--- src/rtl/axi_rd_arbiter.sv ---
// axi_rd_arbiter
// Shares one AXI4 read master (AR/R) between instruction fetch (req 0) and
// data load (req 1). Round-robin grant, one burst in flight. Requester byte
// offsets are rebased by dram_base, which is captured at accept.
//
// Ports
//   ACLK, ARESET          clock, synchronous active-high reset
//   dram_base, hold       address base / "grant no new bursts"
//   req_ar*               per-requester AR request (offset, len) and accept
//   req_r*                per-requester R beat; data/last/resp are shared
//   M_AR*, M_R*           AXI4 read master toward DRAM
//   busy                  FSM not IDLE
//   err_last              sticky: RLAST disagreed with the beat count
//   grant_cnt             per-requester accepted-burst counters, 32 bits each
//
// Optional feature: define AXI_RD_ARB_PERF_EN to build the grant counters;
// otherwise grant_cnt is tied to zero.
module axi_rd_arbiter #(
  parameter int ADDR_W = 32,
  parameter int DATA_W = 32
) (
  input  logic                ACLK,
  input  logic                ARESET,
  input  logic [ADDR_W-1:0]   dram_base,
  input  logic                hold,
  input  logic [1:0]          req_arvalid,
  output logic [1:0]          req_arready,
  input  logic [2*ADDR_W-1:0] req_araddr,
  input  logic [15:0]         req_arlen,
  output logic [1:0]          req_rvalid,
  input  logic [1:0]          req_rready,
  output logic [DATA_W-1:0]   req_rdata,
  output logic                req_rlast,
  output logic [1:0]          req_rresp,
  output logic                M_ARVALID,
  input  logic                M_ARREADY,
  output logic [ADDR_W-1:0]   M_ARADDR,
  output logic [7:0]          M_ARLEN,
  output logic [2:0]          M_ARSIZE,
  output logic [1:0]          M_ARBURST,
  input  logic                M_RVALID,
  output logic                M_RREADY,
  input  logic [DATA_W-1:0]   M_RDATA,
  input  logic                M_RLAST,
  input  logic [1:0]          M_RRESP,
  output logic                busy,
  output logic                err_last,
  output logic [63:0]         grant_cnt
);

  localparam int SIZE = $clog2(DATA_W / 8);

  typedef enum logic [1:0] {IDLE, ADDR, DATA} state_t;

  state_t              state_q, state_d;
  logic                prio_q, prio_d;
  logic                gnt_q, gnt_d;
  logic                arvalid_q, arvalid_d;
  logic                err_q, err_d;
  logic [ADDR_W-1:0]   addr_q, addr_d;
  logic [7:0]          len_q, len_d;
  logic [7:0]          beats_q, beats_d;
  logic                grant_g;
  logic [ADDR_W-1:0]   sel_off;
  logic [7:0]          sel_len;

  // Lone requester wins; on contention the priority pointer decides.
  assign grant_g = (req_arvalid == 2'b11) ? prio_q : req_arvalid[1];
  assign sel_off = grant_g ? req_araddr[2*ADDR_W-1:ADDR_W] : req_araddr[ADDR_W-1:0];
  assign sel_len = grant_g ? req_arlen[15:8] : req_arlen[7:0];

  always_comb begin
    state_d     = state_q;
    prio_d      = prio_q;
    gnt_d       = gnt_q;
    arvalid_d   = arvalid_q;
    err_d       = err_q;
    addr_d      = addr_q;
    len_d       = len_q;
    beats_d     = beats_q;
    req_arready = 2'b00;
    req_rvalid  = 2'b00;
    M_RREADY    = 1'b0;

    case (state_q)
      IDLE: begin
        // Reset gating keeps a requester from seeing a handshake that the
        // state register is about to discard.
        if (!ARESET && !hold && (req_arvalid != 2'b00)) begin
          req_arready = grant_g ? 2'b10 : 2'b01;
          addr_d      = dram_base + sel_off;  // carry out dropped
          len_d       = sel_len;
          beats_d     = sel_len;
          gnt_d       = grant_g;
          prio_d      = ~grant_g;
          arvalid_d   = 1'b1;
          state_d     = ADDR;
        end
      end
      ADDR: begin
        if (M_ARREADY) begin
          arvalid_d = 1'b0;
          state_d   = DATA;
        end
      end
      DATA: begin
        if (!ARESET) begin
          M_RREADY          = req_rready[gnt_q];
          req_rvalid[gnt_q] = M_RVALID;
          if (M_RVALID && req_rready[gnt_q]) begin
            beats_d = (beats_q != 8'd0) ? beats_q - 8'd1 : 8'd0;
            // RLAST alone ends the burst; a count disagreement is only flagged.
            if ((M_RLAST && beats_q != 8'd0) || (!M_RLAST && beats_q == 8'd0)) begin
              err_d = 1'b1;
            end
            if (M_RLAST) begin
              state_d = IDLE;
            end
          end
        end
      end
      default: state_d = IDLE;
    endcase
  end

  always_ff @(posedge ACLK) begin
    if (ARESET) begin
      state_q   <= IDLE;
      prio_q    <= 1'b0;
      gnt_q     <= 1'b0;
      arvalid_q <= 1'b0;
      err_q     <= 1'b0;
      addr_q    <= '0;
      len_q     <= 8'd0;
      beats_q   <= 8'd0;
    end else begin
      state_q   <= state_d;
      prio_q    <= prio_d;
      gnt_q     <= gnt_d;
      arvalid_q <= arvalid_d;
      err_q     <= err_d;
      addr_q    <= addr_d;
      len_q     <= len_d;
      beats_q   <= beats_d;
    end
  end

  assign M_ARVALID = arvalid_q;
  assign M_ARADDR  = addr_q;
  assign M_ARLEN   = len_q;
  assign M_ARSIZE  = 3'(SIZE);
  assign M_ARBURST = 2'b01;
  assign req_rdata = M_RDATA;
  assign req_rlast = M_RLAST;
  assign req_rresp = M_RRESP;
  assign busy      = (state_q != IDLE);
  assign err_last  = err_q;

`ifdef AXI_RD_ARB_PERF_EN
  // req_arready is one-hot exactly on an accept, so it doubles as the
  // per-requester increment strobe.
  generate
    for (genvar gi = 0; gi < 2; gi++) begin : g_cnt
      logic [31:0] cnt_q;
      always_ff @(posedge ACLK) begin
        if (ARESET) begin
          cnt_q <= 32'd0;
        end else if (req_arready[gi]) begin
          cnt_q <= cnt_q + 32'd1;
        end
      end
      assign grant_cnt[gi*32 +: 32] = cnt_q;
    end
  endgenerate
`else
  assign grant_cnt = 64'd0;
`endif

endmodule
--- config.mk ---
export PLATFORM = sky130hd
export DESIGN_NAME = axi_rd_arbiter
export DESIGN_NICKNAME = d
export VERILOG_FILES = /design/src/rtl/axi_rd_arbiter.sv
export SDC_FILE = /design/constraint.sdc
export NUM_CORES = 1
export LEC_CHECK = 0
export ABC_AREA = 1
export CAP_MARGIN = 40
export CORE_MARGIN = 2
export CORE_UTILIZATION = 44
export CTS_CLUSTER_SIZE = 24
export DETAILED_ROUTE_END_ITERATION = 10
export PLACE_DENSITY = 0.93
export SYNTH_ARGS = -nofsm -noshare
export SYNTH_HDL_FRONTEND = slang
export SYNTH_SLANG_ARGS = --single-unit
--- constraint.sdc ---
create_clock -name ACLK -period 7.2 [get_ports ACLK]
set_clock_uncertainty 0.05 [all_clocks]
set_input_delay 2.16 -clock ACLK [delete_from_list [all_inputs] [get_ports ACLK]]
set_output_delay 2.16 -clock ACLK [all_outputs]
set_load 0.02 [all_outputs]
# Word-level counts from Yosys, hierarchy flattened
# Index checks and enable logic that the tools add are counted.
[totals] ff_bits=54 latchBits=0 mem_bits_rw=0 rom_bits=0 inputBits=156 out_inout_bits=152 word_cells=69 n_memories=0
[op_classes] n_addsub=2 n_mul=0 div=0 n_lt_le_gt_ge=2 eq_ne=7 n_shift=0 n_mux=26 n_bitwise=2 n_reduce_logical=22
[op_table] cell="$add A32 B32 Y32" n=1
[op_table] cell="$mux W32" n=1
[op_table] cell="$mux W8" n=4
[op_table] cell="$mux W2" n=9
[op_table] cell="$pmux W8 S2" n=1
[op_table] cell="$reduce_and A3 Y1" n=3
[op_table] cell="$logic_not A8 Y1" n=1
[op_table] cell="$mux W1" n=8
[op_table] cell="$ne A2 B2 Y1 const B" n=4
[op_table] cell="$reduce_bool A2 Y1" n=4
[op_table] cell="$reduce_bool A8 Y1" n=1
[op_table] cell="$sub A8 B1 Y8 const B" n=1
[op_table] cell="$logic_and A1 B1 Y1" n=6
[op_table] cell="$pmux W2 S3" n=1
[op_table] cell="$eq A2 B2 Y1 const B" n=2
[op_table] cell="$reduce_and A4 Y1" n=1
[op_table] cell="$logic_not A1 Y1" n=3
[op_table] cell="$and A2 B2 Y2" n=1
[op_table] cell="$eq A2 B1 Y1 const B" n=1
[op_table] cell="$logic_not A2 Y1" n=1
[op_table] cell="$lt A1 B2 Y1 const B" n=1
[op_table] cell="$pmux W1 S2" n=1
[op_table] cell="$reduce_and A2 Y1" n=1
[op_table] cell="$demux W1 S1" n=1
[op_table] cell="3 further kinds" n=3

# Logic depth before layout (Yosys ltp)
[depth] word_depth=7 ltp_mapped=23 ltp_nobuf=21

# Worst setup path before layout
# No wires, ideal clock.
[synth_timing] kind="input to output" start="input ARESET" end="output req_rvalid[0]" arrival_time_ns=3.066 required_time_ns=4.990 path_slack_ns=1.924 stages=4 path_buffers=1 cell_sequence="inv_2 > clkbuf_1 > nand2_1 > nor3_1"
[synth_via] elab_chain_cells=2
[synth_rtl] element="from (decl)" line="23" text="input logic ARESET,"
[synth_rtl] element="$mux W2" line="107" text="if (!ARESET) begin"
[synth_rtl] element="$mux W2" line="85" text="case (state_q)"
[synth_rtl] element="to (decl)" line="30" text="output logic [1:0] req_rvalid,"
# No other way between the ends.

# Worst setup path in the final report
[layout_timing] start="input req_arvalid[0]" end="output req_arready[0]"
[layout_via] elab_chain_cells=5 elab_cells_between_ends=7 classes_between="1 x eq/ne; 4 x mux; 2 x reduce/logical"
[layout_rtl] element="from (decl)" line="26" text="input logic [1:0] req_arvalid,"
[layout_rtl] element="$eq A2 B2 Y1" line="68" text="assign grant_g = (req_arvalid == 2'b11) ? prio_q : req_arvalid[1];"
[layout_rtl] element="$mux W1" line="68"
[layout_rtl] element="$mux W2" line="90" text="req_arready = grant_g ? 2'b10 : 2'b01;"
[layout_rtl] element="$mux W2 *" line="89" text="if (!ARESET && !hold && (req_arvalid != 2'b00)) begin"
[layout_rtl] element="$mux W2 *" line="85"
[layout_rtl] element="to (decl)" line="27" text="output logic [1:0] req_arready,"
# Every way passes the cells marked *; elsewhere a longest branch is shown, timed or not.

==> flow_summary_export.csv <==
group,metric,value,unit
yosys,synthTopCellsByArea,"nand2_1 26%, dfxtp_1 18%, buf_4 13%",
placement,place_congestion,0.9442,
detailed_routing,vias_per_cell,4.576,
hold_path,hold_class,"flop to flop",
final_layout,area_delta_synth_final,24.77,%
placement,place_area,7256,um^2
placement,place_inst,1333,
yosys,synth.distinct_cells,33,
die,die_y,120.1,um
hold_path,hold_end,"err_last",
final_layout,regArea,1081,um^2
clocking,cts_sinks,54,
global_route,grt_pass1_wl,26530,um
detailed_routing,wl_per_cell,12.53,um
sta,relSlewSlack,62.17,%
power,power,1175,uW
sta,tns,0,ns
die,rows,42,
die,ios,308,
global_route,grt_pass1_vias,5569,
detailed_routing,via_count,6137,
critical_path,timing.rr.start,"prio_q",
yosys,ys_seq_elements,54,
critical_path,ff2ff_setup_slack,4.03,ns
clocking,cts_buffers,5,
yosys,ys_warn_count,0,
critical_path,crit_path_end_kind,"primary output",
yosys,synth-edff-count,0,
final_layout,fillers,1325,
yosys,synth.avg_cell_area,5.696,um^2
yosys,synthArstFlopShare,0,%
clocking,postCtsSetupRepairBufs,0,
final_layout,finalInstanceArea,7406,um^2
detailed_routing,final_antenna_net_count,0,
die,initial_core_util,45.00,%
yosys,synth_top_area_cell,"nand2_1",
yosys,yosysMostFrequentCell,"nand2_1",
detailed_routing,wl,16800,um
power,power.density,158.7,nW/um^2
clocking,cts_tree,"yes",
global_route,grt-ovfl-total,0,
clocking,cts_hold_buf,0,
detailed_routing,drtPass1Iterations,8,
clocking,clkTransAtPathRegs,0.07,ns
sta,finalCritPeriodShare,85.98,%
detailed_routing,first_iter_violations,381,
final_layout,antenna_cells,0,
global_route,grt_start_max_net_pins,60,
die,core,13190,um^2
sta,min_period,6.191,ns
job,max_cap_viol_count,0,
final_layout,drive_above_1_share,2.747,%
critical_path,r2r_end,"M_ARADDR[24]",
yosys,synth_ff_type,"dfxtp_1",
global_route,antenna_found_initial,0,
sta,hold_viol_final,0,
detailed_routing,route.detailed.drc,0,
sta,fmax,0.1615,GHz
final_layout,instances_no_fill,1341,
critical_path,r2r_cells,20,
critical_path,worst_setup_path_start_kind,"input pin",
placement,port_buffers,170,
placement,dp_hpwl,14020,um
sta,finalSetupViolCount,0,
hold_path,holdCritStartpoint,"err_last",
yosys,yosysSeqAreaShare,18.21,%
yosys,syn_inst,1042,
yosys,synthTopCellsByCount,"414 x nand2_1, 160 x inv_1, 105 x buf_4, 68 x nand3_1",
critical_path,cp.required,4.99,ns
die,die_area,14430,um^2
yosys,syn-cell-area,5936,um^2
sta,rsz0062_at_grt,"false",
sta,worst_pin_slew,0.5675,ns
final_layout,finalNetCount,1357,
clocking,h-tree-depth,2,
sta,finalMaxSlewViolations,0,
power,p_leak,0.004136,uW
final_layout,multi_input_area,3615,um^2
global_route,grt_use_total,22.68,%
outcome,status,"completed",
clocking,cts_resized,0,
final_layout,fin_util,56.15,%
clocking,cts_root_buf,"clkbuf_16",
hold_path,min_path_cells,2,
critical_path,worstSetupPathType,"input pin to primary output",
die,die_w,120.1,um
clocking,cts_buffer_depth,2,
critical_path,crit_arrival,3.98,ns
clocking,clk_latency,0.30,ns
critical_path,crit_fanout,21,
yosys,synth_top_area_share,26.18,%
power,peakVddDrop,0.1015,mV
[layout make-up]
cell class	count	area share (%)
multi-input cells	767	48.81
well taps	176	2.973
clock buffers	5	1.689
inverters	162	8.211
repair buffers	174	23.38
flip-flops and latches	54	14.60
clock inverters	3	0.3379
[how the worst max path moves through the flow]
| stage | startpoint | end | depth (start not counted) |
|---|---|---|---|
| after CTS | req_arvalid[0] | req_arready[0] | 6 |
| after detailed placement | req_arvalid[0] | req_arready[0] | 6 |
| after global routing | req_arvalid[0] | req_arready[0] | 6 |
| after floorplan | ARESET | req_rvalid[0] | 4 |
| final | req_arvalid[0] | req_arready[0] | 6 |
| after global placement | req_arvalid[0] | req_arready[0] | 6 |
[where the power goes]
group,total [uW],switching [uW],internal (uW)
Combinational,576,340,236
Clock,249,118,131
Sequential,350,19.2,331
Total,1180,477,698
[state kept, by name, indices dropped and copies added, names as in the netlist]
signal	flops
err_last	1
M_ARADDR	32
prio_q	1
M_ARLEN	8
beats_q	8
M_ARVALID	1
state_q	2
gnt_q	1
[logic make-up (layout without fill, tap and decap cells)]
group / count (synthesis) / in the layout / synth area share, %
fa+ha+maj: 37 / 37 / 7.926
mux: 2 / 2 / 0.3373
simple gates: 566 / 566 / 38.68
compound gates: 74 / 74 / 6.787
other cells: 2 / 69 / 0.1265
xor+xnor: 19 / 19 / 2.804
buf+inv: 288 / 344 / 25.13
flops: 54 / 54 / 18.21
[metal layers]
metal,global-route usage (%),up-vias,routed length [um]
li1,-,3238,-
met3,3.707,9,1164
met2,42.05,222,8330
met5,0,-,0
met4,3.824,0,103
met1,27.70,2668,7200
[critical path: stages]
cell and delay [ns]:
clkdlybuf4s50_1 0.48, nand2_1 0.07, nand2_2 0.34, inv_1 0.11, nor2_1 0.18, clkdlybuf4s50_1 0.65
[cell usage in the layout, fill, tap and decap left out, drive strengths merged]
| cell type | instances |
|---|---|
| nand2 | 424 |
| clkdlybuf4s50 | 170 |
| inv | 163 |
| nand3 | 72 |
| conb | 69 |
| nor2 | 55 |
| dfxtp | 54 |
| ha | 36 |
| o21ai | 33 |
| a21oi | 28 |
| xnor2 | 15 |
| nor3 | 8 |
| o21bai | 7 |
| nand4 | 5 |
| clkbuf | 5 |
| xor2 | 4 |
| buf | 4 |
| a31oi | 3 |
| mux2i | 2 |
| a211oi | 2 |
| a21o | 1 |
| or2 | 1 |
| nand3b | 1 |
| fa | 1 |
| clkinvlp | 1 |
| clkinv | 1 |
[stage by stage]
stage | hold WS, ns | setup slack, ns
finish | 0.4091 | 1.009
CTS | 0.4161 | 0.9525
detailed placement | 0.4044 | 0.9721
global route | 0.4290 | 0.8851
global placement | 0.3882 | 1.012
floorplan | 0.3871 | 1.924
Power figures use the tool's default switching activity.
